### config.mk
export PLATFORM = sky130hd
export DESIGN_NAME = hazard_scoreboard_flat
export DESIGN_NICKNAME = d
export VERILOG_FILES = /design/src/rtl/hazard_scoreboard_pkg.sv /design/src/rtl/hazard_scoreboard_if.sv /design/src/rtl/hazard_scoreboard_operand_bypass.sv /design/src/rtl/hazard_scoreboard.sv /design/src/flat_wrapper.sv
export SDC_FILE = /design/constraint.sdc
export NUM_CORES = 1
export LEC_CHECK = 0
export BUFFER_PORTS_ARGS = -buffer_cell sky130_fd_sc_hd__clkbuf_2
export CORE_UTILIZATION = 30
export CTS_BUF_LIST = sky130_fd_sc_hd__clkbuf_16
export CTS_CLUSTER_DIAMETER = 40
export DETAILED_ROUTE_END_ITERATION = 7
export PLACE_DENSITY = 0.55
export SLEW_MARGIN = 20
export SYNTH_ARGS = -nofsm -noshare
export SYNTH_HDL_FRONTEND = slang
export SYNTH_SLANG_ARGS = --single-unit
### constraint.sdc
create_clock -name clk -period 10.3 [get_ports clk]
set_input_delay 1.03 -clock clk [delete_from_list [all_inputs] [get_ports clk]]
set_output_delay 1.03 -clock clk [all_outputs]
set_load 0.05 [all_outputs]
### src/rtl/hazard_scoreboard_pkg.sv
// Shared types for the hazard scoreboard: generalised forwarding bus record
// and stall cause encoding used by the optional stall statistics.
package hazard_scoreboard_pkg;

  localparam int XLEN_DEF = 64;
  localparam int NREG_DEF = 32;
  localparam int RW_DEF   = $clog2(NREG_DEF);

  // One forwarding bus at the default widths (successor of tran_t).
  typedef struct packed {
    logic              valid;
    logic [RW_DEF-1:0] dst;
    logic [XLEN_DEF-1:0] data;
    logic              ismem;
  } fwd_bus_t;

  typedef enum logic [1:0] {
    STALL_NONE,
    STALL_LOADUSE,
    STALL_LONG,
    STALL_SAT
  } stall_cause_e;

  // Single cause for a stalled cycle: load-use beats long beats saturation.
  function automatic stall_cause_e stall_cause(input logic stall, input logic ldu,
                                               input logic lwait, input logic sat);
    if (!stall) return STALL_NONE;
    if (ldu)    return STALL_LOADUSE;
    if (lwait)  return STALL_LONG;
    if (sat)    return STALL_SAT;
    return STALL_NONE;
  endfunction

endpackage

### src/rtl/hazard_scoreboard_if.sv
// Decode/forwarding/commit bundle between the pipeline and the scoreboard.
// Optional stall counters appear when SCOREBOARD_STATS_EN is defined.
interface hazard_scoreboard_if #(
  parameter int XLEN   = 64,
  parameter int NREG   = 32,
  parameter int NPORT  = 2,
  parameter int NSTAGE = 2
);
  import hazard_scoreboard_pkg::*;

  localparam int RW = $clog2(NREG);

  logic                    issue_valid;
  logic                    issue_ready;
  logic [NPORT*RW-1:0]     issue_rs;
  logic                    issue_wen;
  logic [RW-1:0]           issue_rd;
  logic                    issue_long;
  logic [NPORT*XLEN-1:0]   rf_data;
  logic [NPORT*XLEN-1:0]   op_data;
  logic [NSTAGE-1:0]       fwd_valid;
  logic [NSTAGE*RW-1:0]    fwd_dst;
  logic [NSTAGE*XLEN-1:0]  fwd_data;
  logic [NSTAGE-1:0]       fwd_ismem;
  logic                    wb_valid;
  logic [RW-1:0]           wb_rd;
  logic                    long_done;
  logic [RW-1:0]           long_rd;
  logic [XLEN-1:0]         long_data;
  logic                    flush;
  logic                    pending_any;
`ifdef SCOREBOARD_STATS_EN
  logic [63:0]             stat_loaduse;
  logic [63:0]             stat_long;
  logic [63:0]             stat_sat;
`endif

  modport master (
    output issue_valid, issue_rs, issue_wen, issue_rd, issue_long, rf_data,
           fwd_valid, fwd_dst, fwd_data, fwd_ismem, wb_valid, wb_rd,
           long_done, long_rd, long_data, flush,
`ifdef SCOREBOARD_STATS_EN
    input  stat_loaduse, stat_long, stat_sat,
`endif
    input  issue_ready, op_data, pending_any
  );

  modport slave (
    input  issue_valid, issue_rs, issue_wen, issue_rd, issue_long, rf_data,
           fwd_valid, fwd_dst, fwd_data, fwd_ismem, wb_valid, wb_rd,
           long_done, long_rd, long_data, flush,
`ifdef SCOREBOARD_STATS_EN
    output stat_loaduse, stat_long, stat_sat,
`endif
    output issue_ready, op_data, pending_any
  );

endinterface

### src/rtl/hazard_scoreboard_operand_bypass.sv
// One operand read port: picks the youngest matching forwarding bus, then a
// completing long-latency result, then the regfile value, and flags why the
// operand cannot be used this cycle.
module hazard_scoreboard_operand_bypass
  import hazard_scoreboard_pkg::*;
#(
  parameter int XLEN   = 64,
  parameter int NREG   = 32,
  parameter int NSTAGE = 2,
  parameter int RW     = $clog2(NREG)
) (
  input  logic [RW-1:0]          rs,
  input  logic [XLEN-1:0]        rf_data,
  input  logic [NSTAGE-1:0]      fwd_valid,
  input  logic [NSTAGE*RW-1:0]   fwd_dst,
  input  logic [NSTAGE*XLEN-1:0] fwd_data,
  input  logic [NSTAGE-1:0]      fwd_ismem,
  input  logic                   long_done,
  input  logic [RW-1:0]          long_rd,
  input  logic [XLEN-1:0]        long_data,
  input  logic                   cnt_busy,
  input  logic                   lng_busy,
  output logic [XLEN-1:0]        op_data,
  output logic                   loaduse,
  output logic                   long_wait,
  output logic                   unresolved
);

  logic            fwd_hit;
  logic            fwd_mem;
  logic [XLEN-1:0] fwd_val;
  logic            long_hit;

  // Priority mux; the descending scan lets the lowest (youngest) stage win.
  always_comb begin
    fwd_hit = 1'b0;
    fwd_mem = 1'b0;
    fwd_val = '0;
    for (int s = NSTAGE - 1; s >= 0; s--) begin
      if (fwd_valid[s] && (fwd_dst[s*RW +: RW] == rs) && (rs != '0)) begin
        fwd_hit = 1'b1;
        fwd_mem = fwd_ismem[s];
        fwd_val = fwd_data[s*XLEN +: XLEN];
      end
    end
    long_hit = long_done && (long_rd == rs) && (rs != '0);

    if (rs == '0)     op_data = '0;
    else if (fwd_hit) op_data = fwd_val;
    else if (long_hit) op_data = long_data;
    else              op_data = rf_data;

    loaduse    = fwd_hit && fwd_mem;
    long_wait  = lng_busy && !long_hit;
    unresolved = cnt_busy && !fwd_hit && !long_hit;
  end

endmodule

### src/rtl/hazard_scoreboard.sv
// Per-register in-flight writer table with operand bypass and issue stall.
// Optional feature macro: SCOREBOARD_STATS_EN (per-cause stall counters).
module hazard_scoreboard
  import hazard_scoreboard_pkg::*;
#(
  parameter int XLEN   = 64,
  parameter int NREG   = 32,
  parameter int NPORT  = 2,
  parameter int NSTAGE = 2,
  parameter int CNTW   = 2
) (
  input  logic          clk,
  input  logic          reset,
  hazard_scoreboard_if.slave bus
);

  localparam int RW = $clog2(NREG);
  localparam logic [CNTW-1:0] CNT_MAX = '1;

  logic [CNTW-1:0]       cnt     [NREG];
  logic [CNTW-1:0]       cnt_nxt [NREG];
  logic [NREG-1:0]       lng;
  logic [NREG-1:0]       lng_nxt;

  logic [NPORT-1:0]      port_ldu;
  logic [NPORT-1:0]      port_lwait;
  logic [NPORT-1:0]      port_unres;
  logic [NPORT*XLEN-1:0] op_flat;

  logic                  waw;
  logic                  sat;
  logic                  issue_fire;

  logic                  inc_r;
  logic                  wb_r;
  logic                  ld_r;
  logic [CNTW:0]         up_r;
  logic [1:0]            dec_r;

  for (genvar p = 0; p < NPORT; p++) begin : g_port
    logic [RW-1:0] rs;
    assign rs = bus.issue_rs[p*RW +: RW];

    hazard_scoreboard_operand_bypass #(
      .XLEN(XLEN), .NREG(NREG), .NSTAGE(NSTAGE), .RW(RW)
    ) u_bypass (
      .rs        (rs),
      .rf_data   (bus.rf_data[p*XLEN +: XLEN]),
      .fwd_valid (bus.fwd_valid),
      .fwd_dst   (bus.fwd_dst),
      .fwd_data  (bus.fwd_data),
      .fwd_ismem (bus.fwd_ismem),
      .long_done (bus.long_done),
      .long_rd   (bus.long_rd),
      .long_data (bus.long_data),
      .cnt_busy  (cnt[rs] != '0),
      .lng_busy  (lng[rs]),
      .op_data   (op_flat[p*XLEN +: XLEN]),
      .loaduse   (port_ldu[p]),
      .long_wait (port_lwait[p]),
      .unresolved(port_unres[p])
    );
  end

  assign bus.op_data = op_flat;

  assign waw = bus.issue_wen && lng[bus.issue_rd];
  assign sat = bus.issue_wen && (cnt[bus.issue_rd] == CNT_MAX);
  assign bus.issue_ready = !(|port_ldu) && !(|port_lwait) && !(|port_unres) && !waw && !sat;
  assign issue_fire = bus.issue_valid && bus.issue_ready && bus.issue_wen &&
                      (bus.issue_rd != '0);

  // Next table contents: net of issue/writeback/long-completion events, floored at zero.
  always_comb begin
    inc_r = 1'b0;
    wb_r  = 1'b0;
    ld_r  = 1'b0;
    up_r  = '0;
    dec_r = '0;
    for (int r = 0; r < NREG; r++) begin
      cnt_nxt[r] = '0;
      lng_nxt[r] = 1'b0;
    end
    if (!bus.flush) begin
      for (int r = 1; r < NREG; r++) begin
        inc_r = issue_fire && (bus.issue_rd == RW'(r));
        wb_r  = bus.wb_valid && (bus.wb_rd == RW'(r));
        ld_r  = bus.long_done && (bus.long_rd == RW'(r));
        up_r  = {1'b0, cnt[r]} + (CNTW+1)'(inc_r);
        dec_r = {1'b0, wb_r} + {1'b0, ld_r};
        cnt_nxt[r] = (up_r > (CNTW+1)'(dec_r)) ? CNTW'(up_r - (CNTW+1)'(dec_r)) : '0;
        lng_nxt[r] = inc_r ? bus.issue_long : (ld_r ? 1'b0 : lng[r]);
      end
    end
  end

  // Table register.
  always_ff @(posedge clk or negedge reset) begin
    if (!reset) begin
      for (int r = 0; r < NREG; r++) cnt[r] <= '0;
      lng <= '0;
    end else begin
      for (int r = 0; r < NREG; r++) cnt[r] <= cnt_nxt[r];
      lng <= lng_nxt;
    end
  end

  // Any register with an outstanding writer.
  always_comb begin
    bus.pending_any = 1'b0;
    for (int r = 0; r < NREG; r++) begin
      if (cnt[r] != '0) bus.pending_any = 1'b1;
    end
  end

`ifdef SCOREBOARD_STATS_EN
  stall_cause_e cause;
  logic [63:0]  st_ldu;
  logic [63:0]  st_lng;
  logic [63:0]  st_sat;

  assign cause = stall_cause(bus.issue_valid && !bus.issue_ready, |port_ldu,
                             (|port_lwait) || waw, sat);

  // Stall counters survive flush; only reset clears them.
  always_ff @(posedge clk or negedge reset) begin
    if (!reset) begin
      st_ldu <= '0;
      st_lng <= '0;
      st_sat <= '0;
    end else begin
      case (cause)
        STALL_LOADUSE: st_ldu <= st_ldu + 64'd1;
        STALL_LONG:    st_lng <= st_lng + 64'd1;
        STALL_SAT:     st_sat <= st_sat + 64'd1;
        default:       ;
      endcase
    end
  end

  assign bus.stat_loaduse = st_ldu;
  assign bus.stat_long    = st_lng;
  assign bus.stat_sat     = st_sat;
`endif

endmodule
### src/flat_wrapper.sv
// flat-port wrapper written by rule: the top's interface ports become plain ports
module hazard_scoreboard_flat import hazard_scoreboard_pkg::*;
#(
  parameter int XLEN   = 64,
  parameter int NREG   = 32,
  parameter int NPORT  = 2,
  parameter int NSTAGE = 2,
  parameter int CNTW   = 2
)
  (clk, reset, bus_issue_valid, bus_issue_rs, bus_issue_wen, bus_issue_rd, bus_issue_long, bus_rf_data, bus_fwd_valid, bus_fwd_dst, bus_fwd_data, bus_fwd_ismem, bus_wb_valid, bus_wb_rd, bus_long_done, bus_long_rd, bus_long_data, bus_flush, bus_issue_ready, bus_op_data, bus_pending_any);
  hazard_scoreboard_if #(.XLEN(XLEN), .NREG(NREG), .NPORT(NPORT), .NSTAGE(NSTAGE)) bus_i ();
  input  logic clk;
  input  logic reset;
  input wire logic [$bits(bus_i.issue_valid)-1:0] bus_issue_valid;
  input wire logic [$bits(bus_i.issue_rs)-1:0] bus_issue_rs;
  input wire logic [$bits(bus_i.issue_wen)-1:0] bus_issue_wen;
  input wire logic [$bits(bus_i.issue_rd)-1:0] bus_issue_rd;
  input wire logic [$bits(bus_i.issue_long)-1:0] bus_issue_long;
  input wire logic [$bits(bus_i.rf_data)-1:0] bus_rf_data;
  input wire logic [$bits(bus_i.fwd_valid)-1:0] bus_fwd_valid;
  input wire logic [$bits(bus_i.fwd_dst)-1:0] bus_fwd_dst;
  input wire logic [$bits(bus_i.fwd_data)-1:0] bus_fwd_data;
  input wire logic [$bits(bus_i.fwd_ismem)-1:0] bus_fwd_ismem;
  input wire logic [$bits(bus_i.wb_valid)-1:0] bus_wb_valid;
  input wire logic [$bits(bus_i.wb_rd)-1:0] bus_wb_rd;
  input wire logic [$bits(bus_i.long_done)-1:0] bus_long_done;
  input wire logic [$bits(bus_i.long_rd)-1:0] bus_long_rd;
  input wire logic [$bits(bus_i.long_data)-1:0] bus_long_data;
  input wire logic [$bits(bus_i.flush)-1:0] bus_flush;
  output wire logic [$bits(bus_i.issue_ready)-1:0] bus_issue_ready;
  output wire logic [$bits(bus_i.op_data)-1:0] bus_op_data;
  output wire logic [$bits(bus_i.pending_any)-1:0] bus_pending_any;
  assign bus_i.issue_valid = bus_issue_valid;
  assign bus_i.issue_rs = bus_issue_rs;
  assign bus_i.issue_wen = bus_issue_wen;
  assign bus_i.issue_rd = bus_issue_rd;
  assign bus_i.issue_long = bus_issue_long;
  assign bus_i.rf_data = bus_rf_data;
  assign bus_i.fwd_valid = bus_fwd_valid;
  assign bus_i.fwd_dst = bus_fwd_dst;
  assign bus_i.fwd_data = bus_fwd_data;
  assign bus_i.fwd_ismem = bus_fwd_ismem;
  assign bus_i.wb_valid = bus_wb_valid;
  assign bus_i.wb_rd = bus_wb_rd;
  assign bus_i.long_done = bus_long_done;
  assign bus_i.long_rd = bus_long_rd;
  assign bus_i.long_data = bus_long_data;
  assign bus_i.flush = bus_flush;
  assign bus_issue_ready = bus_i.issue_ready;
  assign bus_op_data = bus_i.op_data;
  assign bus_pending_any = bus_i.pending_any;
  hazard_scoreboard #(.XLEN(XLEN), .NREG(NREG), .NPORT(NPORT), .NSTAGE(NSTAGE), .CNTW(CNTW)) u_core (.clk(clk), .reset(reset), .bus(bus_i));
endmodule
==> results of run 1 <==
## synth_stat cells, drive strengths merged (31+ instances only)
master,instances
a211oi,161
a21oi,163
buf,68
clkbuf,82
dfrtp,93
fa,31
ha,124
inv,160
mux2i,147
mux4,33
nand2,73
nand3,47
nor2,373
nor3,106
o21ai,35
o31a,31
## path summary, 6_finish.rpt
kind,endpoint,slack (ns),startpoint,depth (start not counted)
setup / recovery,bus_op_data[64],3.68,bus_issue_rs[6],10
hold / removal,u_core.lng[17],0.70,u_core.lng[17],2
setup reg to reg,u_core.cnt[29],5.91,u_core.cnt[59],12
hold reg to reg,u_core.lng[17],0.70,u_core.lng[17],2
max in group asynchronous,u_core.lng[7],8.40,reset,2
min in group asynchronous,u_core.cnt[45],0.74,reset,1
## routing by layer
metal  part of all wire (%)  wire, um  up-vias  track usage, %
met5                  0.062        51        -               0
li1                       -         -     7542               -
met1                     44     36170     8247           46.10
met2                     43     35830      852           49.90
met4                    3.2      2613        8           10.47
met3                    9.6      7891      107           7.117
## state kept, by name (all words and copies together) (netlist names)
signal and count:
u_core.cnt 62, u_core.lng 31
## logic make-up after synthesis
| group | count (synthesis) | synth area share [%] |
|---|---|---|
| xor+xnor | 30 | 1.820 |
| buf+inv | 310 | 8.851 |
| simple gates | 700 | 22.34 |
| fa+ha+maj | 155 | 15.05 |
| flops | 93 | 16.12 |
| mux | 194 | 16.44 |
| compound gates | 426 | 19.38 |
## report_power, final
part | internal, mW | leakage [nW] | switching [mW]
Combinational | 0.178 | 6.10 | 0.474
Sequential | 0.368 | 1.30 | 0.00357
Clock | 0.186 | 0.147 | 0.163
## area by class of cell
| class | count | area (um^2) |
|---|---|---|
| multi-input combinational | 1505 | 10880 |
| antenna | 12 | 30.03 |
| clock buffer | 9 | 225.2 |
| sequential | 93 | 2327 |
| inverter | 160 | 600.6 |
| fill | 5171 | 30150 |
| timing repair buffer | 513 | 2613 |
| clock inverter | 7 | 58.81 |
| tap | 615 | 769.5 |
## worst max-delay path: stages
cell                       delay, ns
sky130_fd_sc_hd__clkbuf_2       0.46
sky130_fd_sc_hd__inv_1          0.33
sky130_fd_sc_hd__and3_4         0.86
sky130_fd_sc_hd__or3_4          0.70
sky130_fd_sc_hd__buf_4          0.79
sky130_fd_sc_hd__nor2_1         0.29
sky130_fd_sc_hd__a211oi_1       0.29
sky130_fd_sc_hd__a21oi_1        0.10
sky130_fd_sc_hd__nor2_1         0.28
sky130_fd_sc_hd__clkbuf_2       0.35
## stage by stage
step / area [um^2] / total power, mW / hold slack (ns) / setup slack, ns / util [%]
finish: 17500 / 1.373 / 0.6969 / 3.680 / 36.73
global route: 17490 / 1.420 / 0.7151 / 3.500 / 36.70
CTS: 17470 / 1.370 / 0.6978 / 3.688 / 36.67
detailed placement: 17190 / 1.022 / 0.6806 / 3.683 / 36.07
global placement: 17190 / 1.023 / 0.6768 / 3.675 / 36.07
floorplan: 14430 / 0.7660 / 0.6328 / 5.814 / -
==> flow_results.xml, run 1 <==
<?xml version="1.0" encoding="UTF-8"?>
<metrics>
  <group name="status">
    <metric name="status" unit="">finished clean</metric>
  </group>
  <group name="floorplanning">
    <metric name="std_cell_rows" unit="">80</metric>
    <metric name="die_area" unit="mm^2">0.04899</metric>
    <metric name="die-width" unit="um">221.3</metric>
    <metric name="die_height" unit="um">221.3</metric>
    <metric name="io_pins" unit="">497</metric>
    <metric name="design.core.area" unit="mm^2">0.04765</metric>
    <metric name="start_util" unit="%">30.29</metric>
  </group>
  <group name="logic_synthesis">
    <metric name="netlist_instances" unit="">1908</metric>
    <metric name="synth.yosys.warnings" unit="">0</metric>
    <metric name="synthDistinctLibCells" unit="">66</metric>
    <metric name="synthesis.area_per_instance" unit="um^2">7.565</metric>
    <metric name="synth.net_count" unit="">2430</metric>
    <metric name="ys_ff_latch" unit="">93</metric>
    <metric name="async_flop_share" unit="%">100.0</metric>
    <metric name="synth_enable_flop_cells" unit="">0</metric>
    <metric name="mappedNetlistArea" unit="mm^2">0.01443</metric>
    <metric name="post_synth_main_area_contributors" unit="">sky130_fd_sc_hd__dfrtp_1 (16%), sky130_fd_sc_hd__ha_1 (11%), sky130_fd_sc_hd__mux2i_1 (10%)</metric>
    <metric name="synth_largest_area_cell" unit="">sky130_fd_sc_hd__dfrtp_1</metric>
    <metric name="netlist.area_leader.share" unit="%">16.12</metric>
    <metric name="postSynth.topFlopCell" unit="">sky130_fd_sc_hd__dfrtp_1</metric>
    <metric name="ys_seq_area_share" unit="%">16.12</metric>
  </group>
  <group name="placed_design">
    <metric name="gpl.final_weighted_congestion" unit="">1.008</metric>
    <metric name="dp.cells" unit="">2886</metric>
    <metric name="detailedPlacementHpwl" unit="mm">67.13</metric>
    <metric name="buffers_added_on_ports" unit="">496</metric>
  </group>
  <group name="timing">
    <metric name="finalClockSkew" unit="ns">0.01144</metric>
    <metric name="finalSetupViolations" unit="">0</metric>
    <metric name="worst_slew_pin_slew" unit="ns">1.091</metric>
    <metric name="final_number_of_hold_violating_endpoints" unit="">0</metric>
    <metric name="timing.final.crit_share" unit="%">64.28</metric>
    <metric name="post-route-min-period" unit="ns">6.620</metric>
    <metric name="timing.final.max_slew_violations" unit="">0</metric>
    <metric name="timing.max_slew.rel_slack" unit="%">27.28</metric>
    <metric name="tns" unit="ns">0</metric>
    <metric name="max_clock_freq" unit="MHz">151.0</metric>
    <metric name="grt_setup_unrepaired" unit="">no</metric>
  </group>
  <group name="critical_path">
    <metric name="crit_required" unit="ns">9.27</metric>
    <metric name="path_class" unit="">input port to primary output</metric>
    <metric name="startpoint_type" unit="">input port</metric>
    <metric name="arrival" unit="ns">5.59</metric>
    <metric name="maximum_net_fanout_on_the_critical_path" unit="">73</metric>
    <metric name="endpoint_kind" unit="">primary output</metric>
  </group>
  <group name="flow_run">
    <metric name="cap_violations" unit="">0</metric>
  </group>
  <group name="cells_and_area">
    <metric name="final_net_count" unit="">2804</metric>
    <metric name="most_frequent_standard_cell_in_the_layout_excluding_fill_and_tap_cells" unit="">sky130_fd_sc_hd__clkbuf_2</metric>
    <metric name="leading_cell_types_in_the_layout_fill_and_taps_excluded" unit="">sky130_fd_sc_hd__clkbuf_2 (495), sky130_fd_sc_hd__nor2_1 (372), sky130_fd_sc_hd__a21oi_1 (163)</metric>
    <metric name="area_growth" unit="%">21.25</metric>
    <metric name="drive_above_1_share" unit="%">27.07</metric>
    <metric name="fin_cells" unit="">2914</metric>
  </group>
  <group name="clocking">
    <metric name="holdBufCountCts" unit="">0</metric>
    <metric name="worst_setup_hold_path_clk_slew" unit="ns">0.07</metric>
    <metric name="clock-root-buffer" unit="">sky130_fd_sc_hd__clkbuf_16</metric>
    <metric name="clock_tree_from_tritoncts" unit="">done</metric>
    <metric name="clk_path_buf_depth" unit="">2</metric>
    <metric name="cts_setup_buffers" unit="">0</metric>
    <metric name="htreeDepth" unit="">3</metric>
    <metric name="clock-sinks" unit="">93</metric>
    <metric name="ctsResizeCount" unit="">0</metric>
    <metric name="cts-buffers-inserted" unit="">9</metric>
    <metric name="worst_skew_pair_latency" unit="ns">0.37</metric>
  </group>
  <group name="route">
    <metric name="post-route-drc-count" unit="">0</metric>
    <metric name="route.final.wire_length" unit="mm">82.56</metric>
    <metric name="antenna_violating_nets_post_route" unit="">0</metric>
    <metric name="pre_antenna_drt_iters" unit="">6</metric>
    <metric name="avgRoutedWirePerCell" unit="um">28.33</metric>
    <metric name="vias" unit="">16760</metric>
    <metric name="drt_iter0_drc" unit="">1817</metric>
    <metric name="viasPerCell" unit="">5.750</metric>
  </group>
  <group name="global_routing">
    <metric name="first_global_vias" unit="">16130</metric>
    <metric name="grtUsageTotal" unit="%">32.88</metric>
    <metric name="grt-ovfl-total" unit="">0</metric>
    <metric name="largest_net_degree_at_the_start_of_global_routing" unit="">95</metric>
    <metric name="grt_pass1_wl" unit="mm">116.7</metric>
    <metric name="antenna_violations_before_repair" unit="">27</metric>
  </group>
  <group name="pwr">
    <metric name="vdd.ir_drop.worst" unit="uV">89.20</metric>
    <metric name="p_leak" unit="nW">7.543</metric>
    <metric name="power_per_cell_area" unit="mW/mm^2">78.45</metric>
  </group>
  <group name="worst_hold_path">
    <metric name="worst_hold_path_type" unit="">register to register</metric>
  </group>
</metrics>
Note: power is estimated with default switching activity, not from simulation.
==> inputs of run 2 (changes only) <==
==> constraint.sdc (replaced) <==
create_clock -name clk -period 6.28 [get_ports clk]
set_input_delay 0.628 -clock clk [delete_from_list [all_inputs] [get_ports clk]]
set_output_delay 0.628 -clock clk [all_outputs]
set_load 0.05 [all_outputs]
==> run 2 against run 1 <==
  * Via count barely moved
  * Power rose by 65%
  * Die area did not move
  * Core utilization rose by 0.22 points
  * Count of clock-buffer cells in the layout did not move
  * Largest power group unchanged
==> flow_results.xml, run 2 (same netlist as run 1, synthesis figures left out) <==
<?xml version="1.0" encoding="UTF-8"?>
<metrics>
  <group name="route">
    <metric name="vias" unit="">16750</metric>
    <metric name="pre_antenna_drt_iters" unit="">7</metric>
    <metric name="drt_iter0_drc" unit="">1409</metric>
    <metric name="avgRoutedWirePerCell" unit="um">28.63</metric>
    <metric name="route.final.wire_length" unit="mm">83.62</metric>
    <metric name="antenna_violating_nets_post_route" unit="">0</metric>
    <metric name="post-route-drc-count" unit="">0</metric>
    <metric name="viasPerCell" unit="">5.733</metric>
  </group>
  <group name="critical_path">
    <metric name="timing.reg2reg.setup_slack" unit="ns">1.92</metric>
    <metric name="r2r_start" unit="">u_core.cnt[19]</metric>
    <metric name="startpoint_type" unit="">input port</metric>
    <metric name="worstRegToRegCells" unit="">14</metric>
    <metric name="endpoint_kind" unit="">primary output</metric>
    <metric name="arrival" unit="ns">4.54</metric>
    <metric name="crit_path_end" unit="">bus_op_data[64]</metric>
    <metric name="setup.worst_path.start" unit="">bus_issue_rs[5]</metric>
    <metric name="r2r-end" unit="">u_core.cnt[17]</metric>
    <metric name="path_class" unit="">input port to primary output</metric>
    <metric name="crit_required" unit="ns">5.65</metric>
    <metric name="maximum_net_fanout_on_the_critical_path" unit="">72</metric>
  </group>
  <group name="placed_design">
    <metric name="dp.cells" unit="">2890</metric>
    <metric name="placement.cell_area" unit="mm^2">0.01728</metric>
    <metric name="detailedPlacementHpwl" unit="mm">68.00</metric>
    <metric name="preCtsSetupSlack" unit="ns">0.9614</metric>
    <metric name="gpl.final_weighted_congestion" unit="">0.9922</metric>
    <metric name="buffers_added_on_ports" unit="">496</metric>
  </group>
  <group name="timing">
    <metric name="grt_setup_unrepaired" unit="">no</metric>
    <metric name="post-route-min-period" unit="ns">5.169</metric>
    <metric name="timing.max_slew.rel_slack" unit="%">27.33</metric>
    <metric name="worst_slew_pin_slew" unit="ns">1.090</metric>
    <metric name="finalClockSkew" unit="ns">0.009444</metric>
    <metric name="finalSetupViolations" unit="">0</metric>
    <metric name="tns" unit="ns">0</metric>
    <metric name="max_clock_freq" unit="MHz">193.5</metric>
    <metric name="final_number_of_hold_violating_endpoints" unit="">0</metric>
    <metric name="timing.final.crit_share" unit="%">82.31</metric>
    <metric name="setup_slack" unit="ns">1.111</metric>
    <metric name="timing.final.max_slew_violations" unit="">0</metric>
    <metric name="hold-worst-slack" unit="ns">0.1798</metric>
  </group>
  <group name="pwr">
    <metric name="power_per_cell_area" unit="mW/mm^2">129.0</metric>
    <metric name="p_leak" unit="nW">7.570</metric>
    <metric name="vdd.ir_drop.worst" unit="uV">118.3</metric>
    <metric name="total_power" unit="mW">2.272</metric>
  </group>
  <group name="global_routing">
    <metric name="largest_net_degree_at_the_start_of_global_routing" unit="">129</metric>
    <metric name="grt-ovfl-total" unit="">0</metric>
    <metric name="antenna_violations_before_repair" unit="">30</metric>
    <metric name="grt_pass1_wl" unit="mm">117.8</metric>
    <metric name="first_global_vias" unit="">16200</metric>
    <metric name="grtUsageTotal" unit="%">33.15</metric>
  </group>
  <group name="cells_and_area">
    <metric name="fillers" unit="">5133</metric>
    <metric name="fin_cells" unit="">2921</metric>
    <metric name="area_growth" unit="%">21.98</metric>
    <metric name="most_frequent_standard_cell_in_the_layout_excluding_fill_and_tap_cells" unit="">sky130_fd_sc_hd__clkbuf_2</metric>
    <metric name="largest_registers" unit="">u_core.cnt x62, u_core.lng x31</metric>
    <metric name="leading_cell_types_in_the_layout_fill_and_taps_excluded" unit="">sky130_fd_sc_hd__clkbuf_2 (495), sky130_fd_sc_hd__nor2_1 (372), sky130_fd_sc_hd__a21oi_1 (163)</metric>
    <metric name="postLayoutCoreUtil" unit="%">36.95</metric>
    <metric name="drive_above_1_share" unit="%">27.24</metric>
    <metric name="top_register" unit="">u_core.cnt</metric>
    <metric name="stdcell_area" unit="mm^2">0.01761</metric>
    <metric name="final_net_count" unit="">2808</metric>
    <metric name="largest_register_ffs" unit="">62</metric>
  </group>
  <group name="flow_run">
    <metric name="cap_violations" unit="">0</metric>
  </group>
  <group name="clocking">
    <metric name="worst_skew_pair_latency" unit="ns">0.36</metric>
    <metric name="ctsResizeCount" unit="">0</metric>
    <metric name="holdBufCountCts" unit="">0</metric>
    <metric name="cts_setup_buffers" unit="">0</metric>
    <metric name="clock-root-buffer" unit="">sky130_fd_sc_hd__clkbuf_16</metric>
    <metric name="cts-buffers-inserted" unit="">9</metric>
    <metric name="clock-sinks" unit="">93</metric>
    <metric name="htreeDepth" unit="">3</metric>
    <metric name="clk_path_buf_depth" unit="">2</metric>
    <metric name="worst_setup_hold_path_clk_slew" unit="ns">0.08</metric>
    <metric name="clock_tree_from_tritoncts" unit="">done</metric>
  </group>
  <group name="floorplanning">
    <metric name="design.core.area" unit="mm^2">0.04765</metric>
    <metric name="die-width" unit="um">221.3</metric>
    <metric name="start_util" unit="%">30.29</metric>
    <metric name="std_cell_rows" unit="">80</metric>
    <metric name="io_pins" unit="">497</metric>
    <metric name="die_area" unit="mm^2">0.04899</metric>
    <metric name="die_height" unit="um">221.3</metric>
  </group>
  <group name="worst_hold_path">
    <metric name="worst_hold_path_type" unit="">input port to asynchronous set/reset pin</metric>
  </group>
  <group name="status">
    <metric name="status" unit="">finished clean</metric>
  </group>
</metrics>
-- run 2: cell types whose count changed in the layout (fill, tap and decap cells not counted) --
cell,previous run,this run
sky130_fd_sc_hd__diode_2,12,15
sky130_fd_sc_hd__buf_4,18,17
sky130_fd_sc_hd__clkinvlp_4,0,2
sky130_fd_sc_hd__clkinv_4,1,0
sky130_fd_sc_hd__inv_1,161,160
sky130_fd_sc_hd__clkinv_2,1,0
sky130_fd_sc_hd__buf_12,0,5
sky130_fd_sc_hd__inv_6,0,1
-- run 2: power breakdown --
part,total [mW],switching [mW],internal [mW]
Sequential,0.610,0.00586,0.604
Clock,0.585,0.278,0.308
Combinational,1.08,0.779,0.297
Total,2.27,1.06,1.21
-- run 2: area by class of cell --
| class | instances | area, um^2 | area share (%) |
|---|---|---|---|
| Antenna cell | 15 | 37.54 | 0.2132 |
| Timing Repair Buffer | 517 | 2705 | 15.36 |
| Tap cell | 615 | 769.5 | 4.370 |
| Sequential cell | 93 | 2327 | 13.22 |
| Multi-Input combinational cell | 1505 | 10880 | 61.78 |
| Clock inverter | 7 | 65.06 | 0.3695 |
| Clock buffer | 9 | 225.2 | 1.279 |
| Inverter | 160 | 600.6 | 3.411 |
-- run 2: worst max-delay path, stage by stage --
cell and delay (ns):
sky130_fd_sc_hd__clkbuf_2 0.26, sky130_fd_sc_hd__nor2_1 0.17, sky130_fd_sc_hd__and3_4 0.48, sky130_fd_sc_hd__nor4_4 0.49
sky130_fd_sc_hd__buf_4 0.67, sky130_fd_sc_hd__buf_4 0.70, sky130_fd_sc_hd__a211oi_1 0.08, sky130_fd_sc_hd__a21oi_1 0.51
sky130_fd_sc_hd__nor2_1 0.09, sky130_fd_sc_hd__clkbuf_2 0.31
-- run 2: worst min path at each step --
stage | from | slack [ns] | to
5_1_grt | reset | 0.21 | u_core.cnt[45]
6_report | reset | 0.18 | u_core.cnt[45]
3_5_place_dp | reset | 0.58 | u_core.cnt[45]
2_1_floorplan | reset | 0.33 | u_core.cnt[0]
4_1_cts | reset | 0.19 | u_core.cnt[45]
3_3_place_gp | reset | 0.58 | u_core.cnt[45]
-- run 2: routing by layer --
layer / share of wire (%) / global-route usage (%) / wire (um) / up-vias
li1: - / - / - / 7550
met1: 44 / 46.13 / 36950 / 8236
met2: 43 / 50.38 / 36290 / 835
met3: 9.3 / 7.622 / 7810 / 109
met4: 2.9 / 10.58 / 2460 / 16
met5: 0.13 / 0 / 106 / -
